### src/rtl/trng_bit_collector.sv
// Raw entropy bit collector: synchroniser, sample strobe, optional von Neumann
// corrector (TRNG_VON_NEUMANN_EN), word packer, valid/ready holding register, repetition-count health test.
module trng_bit_collector #(
    parameter int SAMPLE_DIV = 16,
    parameter int REP_LIMIT  = 32,
    parameter int DATA_W     = 8
) (
    input  logic              clk,
    input  logic              rst_n,
    input  logic              en,
    input  logic              raw_in,
    output logic [DATA_W-1:0] data_out,
    output logic              valid,
    input  logic              ready,
    output logic              fault
);

    localparam int CW = $clog2(SAMPLE_DIV);
    localparam int RW = $clog2(REP_LIMIT + 1);
    localparam int PW = $clog2(DATA_W + 1);

    localparam logic [CW-1:0] CNT_LAST = CW'(SAMPLE_DIV - 1);
    localparam logic [RW-1:0] REP_MAX  = RW'(REP_LIMIT);
    localparam logic [PW-1:0] PK_FULL  = PW'(DATA_W);

    logic              s1, s2;
    logic [CW-1:0]     cnt;
    logic              strobe;
    logic [RW-1:0]     rep_cnt, rep_nxt;
    logic              prev;
    logic              fault_trip;
    logic              emit, emit_bit;
    logic [DATA_W-1:0] pk_word, hold;
    logic [PW-1:0]     pk_cnt;
    logic              pk_full, load, xfer;

    always_ff @(posedge clk or negedge rst_n) begin
        if (!rst_n) begin
            s1 <= 1'b0;
            s2 <= 1'b0;
        end else begin
            s1 <= raw_in;
            s2 <= s1;
        end
    end

    always_comb begin
        strobe = en && (cnt == CNT_LAST);
        // rep_cnt == 0 marks "no previous sample since reset or enable"
        rep_nxt = RW'(1);
        if (rep_cnt != '0 && s2 == prev) begin
            rep_nxt = (rep_cnt == REP_MAX) ? rep_cnt : rep_cnt + RW'(1);
        end
        fault_trip = strobe && !fault && (rep_nxt == REP_MAX);
        pk_full    = (pk_cnt == PK_FULL);
        xfer       = valid && ready;
        load       = pk_full && (!valid || xfer) && !fault && !fault_trip;
    end

    always_ff @(posedge clk or negedge rst_n) begin
        if (!rst_n) begin
            cnt <= '0;
        end else if (!en || strobe) begin
            cnt <= '0;
        end else begin
            cnt <= cnt + CW'(1);
        end
    end

    always_ff @(posedge clk or negedge rst_n) begin
        if (!rst_n) begin
            rep_cnt <= '0;
            prev    <= 1'b0;
            fault   <= 1'b0;
        end else begin
            if (!en) begin
                rep_cnt <= '0;
            end else if (strobe) begin
                rep_cnt <= rep_nxt;
                prev    <= s2;
            end
            if (fault_trip) begin
                fault <= 1'b1;
            end
        end
    end

`ifdef TRNG_VON_NEUMANN_EN
    logic pair_have, pair_a;

    always_ff @(posedge clk or negedge rst_n) begin
        if (!rst_n) begin
            pair_have <= 1'b0;
            pair_a    <= 1'b0;
        end else if (!en || fault) begin
            pair_have <= 1'b0;
        end else if (strobe) begin
            pair_have <= !pair_have;
            if (!pair_have) begin
                pair_a <= s2;
            end
        end
    end

    always_comb begin
        emit     = strobe && pair_have && (pair_a != s2);
        emit_bit = pair_a;
    end
`else
    always_comb begin
        emit     = strobe;
        emit_bit = s2;
    end
`endif

    // A completed word survives en=0 so it can still reach the holding register
    always_ff @(posedge clk or negedge rst_n) begin
        if (!rst_n) begin
            pk_word <= '0;
            pk_cnt  <= '0;
        end else if (fault || fault_trip || load || (!en && !pk_full)) begin
            pk_word <= '0;
            pk_cnt  <= '0;
        end else if (emit && !pk_full) begin
            pk_word <= {pk_word[DATA_W-2:0], emit_bit};
            pk_cnt  <= pk_cnt + PW'(1);
        end
    end

    always_ff @(posedge clk or negedge rst_n) begin
        if (!rst_n) begin
            hold  <= '0;
            valid <= 1'b0;
        end else if (fault_trip) begin
            hold  <= '0;
            valid <= 1'b0;
        end else if (load) begin
            hold  <= pk_word;
            valid <= 1'b1;
        end else if (xfer) begin
            valid <= 1'b0;
        end
    end

    assign data_out = hold;

endmodule

### config.mk
export PLATFORM = sky130hd
export DESIGN_NAME = trng_bit_collector
export DESIGN_NICKNAME = d
export VERILOG_FILES = /design/src/rtl/trng_bit_collector.sv
export SDC_FILE = /design/constraint.sdc
export NUM_CORES = 1
export LEC_CHECK = 0
export BUFFER_PORTS_ARGS = -buffer_cell sky130_fd_sc_hd__buf_4
export CAP_MARGIN = 20
export CORE_MARGIN = 2
export CORE_UTILIZATION = 35
export DETAILED_ROUTE_END_ITERATION = 8
export SYNTH_ARGS = -nofsm -noshare
export SYNTH_HDL_FRONTEND = slang
export SYNTH_SLANG_ARGS = --single-unit
### constraint.sdc
create_clock -name clk -period 1.85 [get_ports clk]
set_input_delay 0.185 -clock clk [delete_from_list [all_inputs] [get_ports clk]]
set_output_delay 0.185 -clock clk [all_outputs]
set_load 0.02 [all_outputs]
==> flow_metrics.tcl <==
set metrics [dict create \
    grt_pass1_wl_um 7272 \
    ir_drop_mv 0.3386 \
    yosys_warnings 0 \
    worstPathMaxFanout 6 \
    fin_skew_ns 0.005642 \
    drc 0 \
    fin_setup_tns_ns 0 \
    track_usage_pct 15.00 \
    routedWlPerCell_um 15.41 \
    synth_area_leaders "dfrtp_1, a31oi_1, mux2i_1" \
    slew_headroom_pct 70.36 \
    setup_violations 0 \
    finalCriticalPeriod_ns 1.773 \
    synthesis.nets 200 \
    max-cap-violations 0 \
    crit_type "register to register" \
    dr_total_vias 1599 \
    first_pass_iters 4 \
    max_freq_mhz 564.1 \
    hp-class "input pin to register" \
    die_area_um2 6232 \
    p_leak_nw 1.113 \
    grt_max_degree 36 \
    die_y_um 78.94 \
    worst_pin_slew_ns 0.4405 \
    ys_seq_area_share_pct 44.56 \
    placementRows 27 \
    initial_core_util_pct 35.92 \
    hold_violations 0 \
    cts_buffers 5 \
    port-buffer-count 14 \
    placedInstanceArea_um2 2232 \
    drv_slew 0 \
    gr-total-overflow 0 \
    synthMostInstantiatedCell "dfrtp_1" \
    core_area_um2 5473 \
    grt_antenna_before_repair 0 \
    wirelength_um 4469 \
    final_util_pct 44.83 \
    stdcell_count 290 \
    cts_tree "yes" \
    synth_edf_count 0 \
    ys_seq_elements 35 \
    nets 228 \
    crit_required_ns 2.02 \
    synth-main-ff-cell "dfrtp_1" \
    crit_path_start_kind "register" \
    yosysTopAreaCellShare_pct 44.56 \
    synth.distinct_cells 43 \
    cts_root_buf "clkbuf_8" \
    ioPinCount 15 \
    stdcell_area_um2 2454 \
    end_kind "register" \
    final.period_utilization_pct 95.82 \
    first_global_vias 1500 \
    chipWidth_um 78.94 \
    postSynth.asyncResetShare_pct 100.0 \
    drive_gt1_share_pct 26.15 \
    area_growth_pct 24.82 \
    first_iter_violations 73 \
    power_density_nw_per_um2 569.5 \
    ant_nets 0 \
    yosysTopAreaCell "dfrtp_1" \
    vias_per_cell 5.514 \
    place_inst 276 \
    place_congestion 0.8168 \
    status "finished, final reports clean" \
    grt_setup_unrepaired "yes" \
    syn_area_um2 1966 \
    cts_sinks 35 \
    synth_common_cells "dfrtp_1, a31oi_1, and3_1" \
    worstSkewPairLatency_ns 0.29 \
    path_clk_slew_ns 0.07 \
    hpwlAfterDp_um 2738 \
    crit_arrival_ns 1.94 \
    clock_path_buffers 2 \
    syn_area_per_cell_um2 10.35 \
    antenna_cells 0 \
    htree_levels 2 \
    synth_cells 190 \
]
-- power breakdown --
group / internal, mW / switching, mW / total, mW
clock: 0.292 / 0.276 / 0.568
sequential: 0.772 / 0.00623 / 0.779
combinational: 0.0184 / 0.0319 / 0.0503
total: 1.08 / 0.314 / 1.40
-- registers in the layout, indices dropped and copies added (netlist names) --
| register | count |
|---|---|
| data_out | 8 |
| pk_word | 8 |
| rep_cnt | 6 |
| cnt | 4 |
| pk_cnt | 4 |
| emit_bit | 1 |
| fault | 1 |
| prev | 1 |
| s1 | 1 |
| valid | 1 |
-- worst paths after layout --
check	startpoint	to	slack (ns)	cells past startpoint
min reg2reg	s1	emit_bit	0.35	0
min	en	rep_cnt[0]	0.19	3
max in group asynchronous	rst_n	rep_cnt[3]	1.13	2
min in group asynchronous	rst_n	rep_cnt[0]	0.38	2
max reg2reg	rep_cnt[0]	data_out[3]	0.08	7
max	rep_cnt[0]	data_out[3]	0.08	7
-- layout make-up --
type | count | area, um^2
Clock buffer | 6 | 82.58
Tap cell | 72 | 90.09
Multi-Input combinational cell | 134 | 1008
Timing Repair Buffer | 37 | 371.6
Inverter | 5 | 18.77
Clock inverter | 1 | 5.005
Fill cell | 538 | 3019
Sequential cell | 35 | 877.1
-- metal layers --
layer	global-route usage, %	wire, um	vias to the layer above
met5	0	0	-
met4	6.552	80	0
met3	3.182	218	6
met2	22.56	2007	36
met1	20.88	2163	783
li1	-	-	774
-- placed cells by master (no fill, tap or decap), drive strengths merged, types with 8 or more instances in the layout --
| cell | n |
|---|---|
| a21boi | 10 |
| a31oi | 20 |
| buf | 33 |
| o211ai | 11 |
| mux2i | 9 |
| clkbuf | 8 |
| dfrtp | 35 |
| nand2 | 8 |
| and3 | 12 |
-- metrics by stage --
stage | power [mW] | setup slack (ns) | hold slack, ns
3_3_place_gp | 0.8410 | 0.1238 | 0.1704
6_report | 1.397 | 0.07733 | 0.1890
2_1_floorplan | 0.8120 | 0.05961 | -0.1106
5_1_grt | 1.461 | -0.07134 | 0.1989
3_5_place_dp | 0.8422 | 0.08835 | 0.1746
4_1_cts | 1.417 | 0.06198 | 0.1922
-- what timing repair did --
action | in CTS | in global routing
hold buffers | 2 | 0
setup buffers | 0 | 2
endpoints found under the setup margin | 0 | 23
hold endpoints to repair | 36 | 0
gates resized for setup | 0 | 9
-- logic make-up after synthesis --
logic type / share of synthesized area (%)
AO/OA/AOI/OAI: 22.98
AND/OR/NAND/NOR: 15.47
flip-flops: 44.56
buffers and inverters: 5.983
multiplexers: 5.156
XOR/XNOR: 2.673
adder cells (fa/ha/maj): 3.183
-- worst max-delay path, cell delays in order (launching register included) --
cell and delay (ns):
dfrtp_1 0.42, inv_2 0.10, ha_4 0.13, nor4b_4 0.26, mux2i_1 0.25, o211a_4 0.24
clkbuf_16 0.16, a31oi_1 0.08
Power figures use the tool's default switching activity.
